===== config.mk =====
export PLATFORM = sky130hd
export DESIGN_NAME = mul_unit
export DESIGN_NICKNAME = d
export VERILOG_FILES = /design/src/rtl/mul_unit.sv
export SDC_FILE = /design/constraint.sdc
export NUM_CORES = 1
export LEC_CHECK = 0
export CORE_MARGIN = 10
export CORE_UTILIZATION = 30
export CTS_BUF_LIST = sky130_fd_sc_hd__clkbuf_16
export CTS_CLUSTER_SIZE = 40
export DETAILED_ROUTE_END_ITERATION = 8
export MAX_ROUTING_LAYER = met4
export SLEW_MARGIN = 10
export SYNTH_ARGS = -nofsm -noshare
export SYNTH_HDL_FRONTEND = slang
export SYNTH_SLANG_ARGS = --single-unit
export TNS_END_PERCENT = 30

===== constraint.sdc =====
create_clock -name clk -period 8.15 [get_ports clk]
set_input_delay 0.815 -clock clk [delete_from_list [all_inputs] [get_ports clk]]
set_output_delay 0.815 -clock clk [all_outputs]
set_load 0.03 [all_outputs]

===== src/rtl/mul_unit.sv =====
// mul_unit: multi-cycle RV32M multiplier (MUL, MULH, MULHSU, MULHU).
// Radix-2 shift-add on operand magnitudes, one sign-fixup cycle, then a
// one-cycle done pulse with the selected half of the 2*XLEN product.
module mul_unit #(
    parameter int XLEN = 32
) (
    input  logic            clk,
    input  logic            rst,
    input  logic            in_valid,
    output logic            in_ready,
    input  logic [XLEN-1:0] op_a,
    input  logic [XLEN-1:0] op_b,
    input  logic [1:0]      op,
    output logic            busy,
    output logic            done,
    output logic [XLEN-1:0] result
);

    localparam int CW = $clog2(XLEN) + 1;

    localparam logic [1:0] OP_MUL    = 2'b00;
    localparam logic [1:0] OP_MULH   = 2'b01;
    localparam logic [1:0] OP_MULHSU = 2'b10;

    typedef enum logic [1:0] {
        IDLE = 2'd0,
        CALC = 2'd1,
        SIGN = 2'd2,
        DONE = 2'd3
    } state_t;

    state_t            r_state;
    logic [1:0]        r_op;
    logic              r_neg;
    logic [XLEN-1:0]   r_mcand;
    logic [XLEN-1:0]   r_mplier;
    logic [2*XLEN-1:0] r_acc;
    logic [CW-1:0]     r_count;
    logic [XLEN-1:0]   r_result;
    logic              r_done;
    logic              r_busy;
    logic              r_inReady;

    logic              w_negA;
    logic              w_negB;
    logic              w_negProd;
    logic [XLEN-1:0]   w_absA;
    logic [XLEN-1:0]   w_absB;
    logic [XLEN-1:0]   w_addend;
    logic [XLEN:0]     w_sum;
    logic [2*XLEN-1:0] w_accShifted;
    logic [2*XLEN-1:0] w_accFixed;
    logic [XLEN-1:0]   w_resultSel;
    logic              w_accept;
    logic              w_lastIter;

    // Operand sign handling at accept time: magnitudes plus the product sign.
    always_comb begin
        w_negA    = ((op == OP_MULH) || (op == OP_MULHSU)) && op_a[XLEN-1];
        w_negB    = (op == OP_MULH) && op_b[XLEN-1];
        w_negProd = 1'b0;
        if (op == OP_MULH) begin
            w_negProd = op_a[XLEN-1] ^ op_b[XLEN-1];
        end else if (op == OP_MULHSU) begin
            w_negProd = op_a[XLEN-1];
        end
        w_absA = w_negA ? (~op_a + {{(XLEN-1){1'b0}}, 1'b1}) : op_a;
        w_absB = w_negB ? (~op_b + {{(XLEN-1){1'b0}}, 1'b1}) : op_b;
    end

    // One shift-add step: add into the upper half with carry, then shift right.
    always_comb begin
        w_addend     = r_mplier[0] ? r_mcand : '0;
        w_sum        = {1'b0, r_acc[2*XLEN-1:XLEN]} + {1'b0, w_addend};
        w_accShifted = {w_sum, r_acc[XLEN-1:1]};
        w_accFixed   = r_neg ? (~r_acc + {{(2*XLEN-1){1'b0}}, 1'b1}) : r_acc;
        w_resultSel  = (r_op == OP_MUL) ? w_accFixed[XLEN-1:0]
                                        : w_accFixed[2*XLEN-1:XLEN];
        w_accept     = in_valid && r_inReady;
        w_lastIter   = (r_count == CW'(XLEN - 1));
    end

    // Control FSM with datapath registers and registered handshake outputs.
    always_ff @(posedge clk) begin
        if (rst) begin
            r_state   <= IDLE;
            r_op      <= '0;
            r_neg     <= 1'b0;
            r_mcand   <= '0;
            r_mplier  <= '0;
            r_acc     <= '0;
            r_count   <= '0;
            r_result  <= '0;
            r_done    <= 1'b0;
            r_busy    <= 1'b0;
            r_inReady <= 1'b1;
        end else begin
            r_done <= 1'b0;
            case (r_state)
                IDLE: begin
                    if (w_accept) begin
                        r_op      <= op;
                        r_neg     <= w_negProd;
                        r_mcand   <= w_absA;
                        r_mplier  <= w_absB;
                        r_acc     <= '0;
                        r_count   <= '0;
                        r_state   <= CALC;
                        r_busy    <= 1'b1;
                        r_inReady <= 1'b0;
                    end
                end
                CALC: begin
                    r_acc    <= w_accShifted;
                    r_mplier <= r_mplier >> 1;
                    r_count  <= r_count + 1'b1;
                    if (w_lastIter) begin
                        r_state <= SIGN;
                    end
                end
                SIGN: begin
                    r_acc    <= w_accFixed;
                    r_result <= w_resultSel;
                    r_done   <= 1'b1;
                    r_state  <= DONE;
                end
                DONE: begin
                    r_state   <= IDLE;
                    r_busy    <= 1'b0;
                    r_inReady <= 1'b1;
                end
                default: begin
                    r_state   <= IDLE;
                    r_busy    <= 1'b0;
                    r_inReady <= 1'b1;
                end
            endcase
        end
    end

    assign in_ready = r_inReady;
    assign busy     = r_busy;
    assign done     = r_done;
    assign result   = r_result;

endmodule


==> impl_metrics.tcl, run 1 <==
set metrics [dict create \
    synth_nets 1711 \
    crit_fanout 10 \
    synth_top_family_by_area "compound AO/OA/AOI/OAI gates" \
    synth-simple-area-share_pct 23.0 \
    drive_gt1_share_pct 4.35 \
    hold_path.startpoint "r_mplier[29]$_SDFFE_PP0P_" \
    cts.reportedPaths.clkPinSlew_ps 70 \
    outcome "finished clean" \
    start_util_pct 30.3 \
    drcViolationCount 0 \
    worstHoldPathType "reg2reg" \
    rrSetupSlack_ps 4460 \
    syn_inst 1598 \
    rows 73 \
    cts_buffer_depth 2 \
    postCtsSetupBuffers 0 \
    start_kind "register" \
    cts_hold_buffers 0 \
    switching_share_pct 39.9 \
    synth_seq_cells 174 \
    pwr-share-clk_pct 29.5 \
    fin_crit_sh_pct 45.2 \
    dieArea_sq_um 48600 \
    worstReg2RegStart "r_acc[14]$_SDFFE_PP0P_" \
    grt_pass1_wl_um 63400 \
    wire_per_inst_um 18.8 \
    synth_edf_count 0 \
    cts_tree "done" \
    syn_area_per_cell_sq_um 7.54 \
    nets 1733 \
    power.total_mw 3.17 \
    antenna_found_initial 0 \
    fmax_ghz 0.271 \
    netlist_area_sq_um 12000 \
    worstPathCellList "or4_4 -> nor4_4 -> nand4_2 -> nor2_1 -> a21oi_1 -> xnor2_1 -> o21ai_0" \
    synth_ff_type "dfxtp_1" \
    synth-compound-area-share_pct 28.1 \
    htree_levels 4 \
    synth-xor-area-share_pct 10.0 \
    num_vias 12163 \
    syn2layout_area_growth_pct 16.7 \
    worstSetupPathType "reg2reg" \
    fp.coreArea_sq_um 39700 \
    crit_arrival_ps 4000 \
    dp_hpwl_um 29800 \
    yosysSeqAreaShare_pct 28.9 \
    cts.repair.resized 0 \
    detail-route-antenna-nets 0 \
    p_per_area_nw_per_um2 225 \
    power_frac_comb_pct 37.0 \
    synth.distinct_cells 74 \
    routabilityCongestion 0.940 \
    io_pins 104 \
    async_reset_ff_share_pct 0 \
    crit_path_end_kind "register" \
    synth_warnings 0 \
    gr-total-overflow 0 \
    clk_latency_ps 450 \
    intPower_mw 1.90 \
    crit_slowest_cell "nor2_1" \
    setup_viol 0 \
    fin_skew_ps 15.0 \
    timing.slew.headroom_pct 21.2 \
    ir_drop_mv 0.191 \
    hold_violations 0 \
    maxCapViolations 0 \
    r2r_cells 7 \
    cts-buffers-inserted 17 \
    grt.total_usage_pct 16.7 \
    first_global_vias 11294 \
    dr.pass1.iters 6 \
    rsz0062_at_grt "false" \
    cts_sinks 174 \
    hold_path_depth 2 \
    grt_max_degree 73 \
    slew_viol_final 0 \
    n_antenna_cell 0 \
    die_y_um 220 \
    port-buffer-count 103 \
    root_buffer "clkbuf_16" \
    p_leak_nw 5.33 \
    muxShareOfSynthArea_pct 0.914 \
    crit_required_ps 8460 \
    die-width_um 220 \
    wl_um 40600 \
    viasPerCell 5.64 \
    drt_iter0_drc 1090 \
    holdPathEnd "r_mplier[29]$_SDFFE_PP0P_" \
    setup-tns-final_ps 0 \
    switchingPower_mw 1.26 \
    min_period_ps 3690 \
    r2r_end "result[22]$_SDFFE_PP0P_" \
    synth_adder_area_share_pct 4.63 \
    tightest_slew_ps 1180 \
    seq_power_share_pct 33.5 \
    cpPeakStageDelay_ps 780 \
]
## Yosys cell counts, types with 32 or more instances
master      n  share of area, %
clkbuf_1  100               3.1
or3_1      32               1.7
a21oi_1   140               5.8
nor3_1     52               2.2
and2_1     35               1.8
ha_1       43               4.5
dfxtp_1   174                29
o21ai_0   107               4.4
nand2_1   190               5.9
nor2_1    139               4.3
xor2_1     68               4.9
xnor2_1    70               5.1
## worst max-delay path: cells and delay by family, from the launching register on
| kind | cells | cell delay [ps] |
|---|---|---|
| DFF | 1 | 410 |
| xor gates and xnor gates | 1 | 370 |
| AOI/OAI and AO/OA | 2 | 370 |
| and+or+nand+nor | 4 | 2380 |
## registers in the layout, indices dropped and copies added (netlist names)
name	flops
r_mcand	32
r_state	2
r_op	2
r_mplier	32
busy	1
r_acc	64
result	32
in_ready	1
r_neg	1
r_count	6
done	1
## layout make-up
class                           instances  area (sq um)
Multi-Input combinational cell       1284          8030
Inverter                               27           101
Tap cell                              525           657
Clock inverter                         14           226
Sequential cell                       174          3480
Timing Repair Buffer                  116          1130
Clock buffer                           17           425
Fill cell                            4147         25700
## per-stage QoR
stage	utilization, %	setup WS [ps]	hold WS [ps]	area (sq um)	std cells
floorplan	-	4930	427	12000	1598
global placement	33.7	4120	439	13400	2126
detailed placement	33.7	4120	443	13400	2126
CTS	35.4	4570	453	14100	2157
global route	35.4	4330	478	14100	2157
finish	35.4	4460	451	14100	2157
## worst max-delay path by stage
| stage | slack [ps] | end | start | cells past startpoint |
|---|---|---|---|---|
| global route | 4330 | r_mcand[28]$_SDFFE_PP0P_ | op_a[8] | 9 |
| finish | 4460 | result[22]$_SDFFE_PP0P_ | r_acc[14]$_SDFFE_PP0P_ | 7 |
| global placement | 4120 | r_mcand[28]$_SDFFE_PP0P_ | op_a[8] | 9 |
| detailed placement | 4120 | r_mcand[28]$_SDFFE_PP0P_ | op_a[8] | 9 |
| CTS | 4570 | r_mcand[28]$_SDFFE_PP0P_ | op_a[8] | 9 |
| floorplan | 4930 | r_mcand[28]$_SDFFE_PP0P_ | op_a[8] | 8 |
## cells by family (layout without fill, tap and decap cells)
group / after synthesis / count (layout)
simple gates: 575 / 575
compound gates: 516 / 516
flops: 174 / 174
buf+inv: 140 / 174
xor+xnor: 138 / 138
fa+ha+maj: 44 / 44
mux: 11 / 11
## placed cells by master (no fill, tap or decap), types with 22 or more instances in the layout
cell             count
clkdlybuf4s50_1    102
nor2_1             139
a211oi_1            30
xnor2_1             70
nand2_1            190
and2_1              35
a21oi_1            140
o31ai_1             27
o21ai_0            107
ha_1                43
a31oi_1             22
nor3_1              52
nand3_1             30
dfxtp_1            173
xor2_1              68
inv_1               28
a222oi_1            22
or3_1               32
a21o_1              30
## metal layers
metal  wire [um]  vias up  global-route usage, %
met5           0        -                      -
met2       18700      395                   25.7
li1            -     5909                      -
met4         918        0                   5.04
met3        2060       46                   2.27
met1       18900     5813                   22.3
## power groups by stage
stage / Combinational [mW] / Clock, mW / Sequential (mW)
2_1_floorplan: 0.811 / 0 / 1.08
3_3_place_gp: 1.15 / 0 / 1.07
3_5_place_dp: 1.17 / 0 / 1.08
4_1_cts: 1.17 / 0.948 / 1.06
5_1_grt: 1.30 / 0.979 / 1.08
6_report: 1.17 / 0.934 / 1.06
No activity file was read; power rests on OpenSTA's default activity.
==> run 2, diff against run 1 <==
Clock period 8.15 ns to 3.4 ns, I/O delays scaled along.
==> run 2 against run 1 <==
Compared with the run above:
- setup slack worse by 4300 ps
- combinational power is 150% higher
- power is 140% higher
- first-iteration DRC count is 7.2% higher
- fmax is 15% higher
- clock power is 110% higher
- final area is 2.8% higher
- wire length is 1.5% higher
- via count is 2.4% higher
- non-clock buffer count is 58 higher
- final cell count is 2.7% higher
- critical endpoint is now r_acc[61]$_SDFFE_PP0P_
- largest cell class unchanged
==> impl_metrics.tcl, run 2 (synthesis results as in run 1) <==
set metrics [dict create \
    outcome "finished clean" \
    maxCapViolations 0 \
    setup-tns-final_ps 0 \
    worst-path-buf-inv 0 \
    fp.coreArea_sq_um 39700 \
    cts-buffers-inserted 17 \
    worstPathCellList "or4_4 -> nor4_4 -> nand4_2 -> or4_4 -> or4b_1 -> o21ai_1 -> a22o_1 -> a211o_1" \
    first_global_vias 11549 \
    cpPeakStageDelay_ps 590 \
    r2r_end "r_acc[61]$_SDFFE_PP0P_" \
    dp_hpwl_um 30600 \
    grt_max_degree 148 \
    ir_drop_mv 0.388 \
    min_period_ps 3200 \
    intPower_mw 4.38 \
    regMostFlops "r_acc" \
    placed_area_sq_um 13900 \
    rows 73 \
    n_antenna_cell 0 \
    p_per_area_nw_per_um2 515 \
    cp_top_family "simple AND/OR/NAND/NOR gates" \
    crit_path_end_kind "register" \
    die-width_um 220 \
    final_cell_mix "190 x nand2_1, 173 x dfxtp_1, 140 x a21oi_1, 139 x nor2_1, 106 x o21ai_0" \
    timing.slew.headroom_pct 43.5 \
    r2r_cells 8 \
    io_pins 104 \
    crit_slowest_cell "or4_4" \
    nets 1791 \
    drive_gt1_share_pct 7.87 \
    cts.repair.resized 0 \
    port-buffer-count 103 \
    crit_required_ps 3790 \
    pwr-share-clk_pct 26.4 \
    rrSetupSlack_ps 200 \
    fin_skew_ps 18.0 \
    cts_tree "done" \
    switching_share_pct 41.2 \
    cts_buffer_depth 2 \
    start_kind "register" \
    drcViolationCount 0 \
    power_frac_comb_pct 38.9 \
    root_buffer "clkbuf_16" \
    postCtsSetupBuffers 0 \
    grt.total_usage_pct 17.3 \
    timing.hold.ws_ps 399 \
    crit_fanout 6 \
    detail-route-antenna-nets 0 \
    cp_common_cell "or4_4" \
    viasPerCell 5.62 \
    crit_start "r_acc[15]$_SDFFE_PP0P_" \
    rsz0062_at_grt "false" \
    slew_viol_final 0 \
    dieArea_sq_um 48600 \
    final_common_cell "nand2_1" \
    wire_per_inst_um 18.6 \
    fin_crit_sh_pct 94.1 \
    fmax_ghz 0.313 \
    routabilityCongestion 0.920 \
    grt_pass1_wl_um 65400 \
    largest_reg_flops 64 \
    syn2layout_area_growth_pct 20.0 \
    crit_path_end "r_acc[61]$_SDFFE_PP0P_" \
    crit_arrival_ps 3590 \
    hold_violations 0 \
    p_leak_nw 5.58 \
    cts.reportedPaths.clkPinSlew_ps 70 \
    worstReg2RegStart "r_acc[15]$_SDFFE_PP0P_" \
    antenna_found_initial 0 \
    drt_iter0_drc 1168 \
    die_y_um 220 \
    worstHoldPathType "in2reg" \
    tightest_slew_ps 848 \
    cts_hold_buffers 0 \
    dr.pass1.iters 8 \
    cts_sinks 174 \
    worstSetupPathType "reg2reg" \
    cp.depth 8 \
    final_area_sq_um 14500 \
    num_vias 12453 \
    dp_slack_ps 83.9 \
    start_util_pct 30.3 \
    switchingPower_mw 3.07 \
    clk_latency_ps 450 \
    wl_um 41200 \
    seq_power_share_pct 34.8 \
    htree_levels 4 \
    gr-total-overflow 0 \
    setup_viol 0 \
    fin_ws_ps 201 \
]
run 2: cell count changes in the layout (fill, tap and decap cells not counted), sizes merged:
cell,delta
bufinv,-4
buf,+58
clkinvlp,+4
run 2: routing by layer:
| layer | global-route usage [%] | vias to the layer above | wire length (um) |
|---|---|---|---|
| li1 | - | 6021 | - |
| met1 | 23.3 | 6021 | 19500 |
| met2 | 26.6 | 362 | 18900 |
| met3 | 1.94 | 49 | 1930 |
| met4 | 5.09 | 0 | 898 |
| met5 | - | - | 0 |
run 2: stage by stage:
step	util (%)	instances	total power, mW
global route	36.4	2215	7.92
CTS	36.3	2215	7.48
finish	36.4	2215	7.45
floorplan	-	1598	4.52
global placement	34.9	2184	5.48
detailed placement	34.9	2184	5.52
run 2: layout make-up:
class / count / area (sq um)
Fill cell: 4189 / 25300
Timing Repair Buffer: 174 / 1590
Clock buffer: 17 / 425
Inverter: 27 / 101
Sequential cell: 174 / 3480
Clock inverter: 14 / 148
Multi-Input combinational cell: 1284 / 8050
Tap cell: 525 / 657
run 2: worst min path at each step:
stage / from / end / depth (start not counted)
floorplan: r_mcand[11]$_SDFFE_PP0P_ / r_mcand[11]$_SDFFE_PP0P_ / 2
global placement: r_mplier[29]$_SDFFE_PP0P_ / r_mplier[29]$_SDFFE_PP0P_ / 2
detailed placement: result[14]$_SDFFE_PP0P_ / result[14]$_SDFFE_PP0P_ / 1
CTS: rst / in_ready$_SDFFE_PP1P_ / 4
global route: rst / in_ready$_SDFFE_PP1P_ / 4
finish: rst / in_ready$_SDFFE_PP1P_ / 4
run 2: worst register-to-register path, cell delays in order (launching register included):
cell and delay (ps):
dfxtp_1 370, or4_4 570, nor4_4 460, nand4_2 180, or4_4 590, or4b_1 510
o21ai_1 150, a22o_1 190, a211o_1 130
run 2: power by group through the flow:
stage / Clock [mW] / Combinational (mW) / Sequential [mW]
finish: 1.97 / 2.89 / 2.59
global route: 2.09 / 3.20 / 2.63
CTS: 2.00 / 2.89 / 2.59
detailed placement: 0 / 2.89 / 2.63
global placement: 0 / 2.86 / 2.62
floorplan: 0 / 1.94 / 2.58
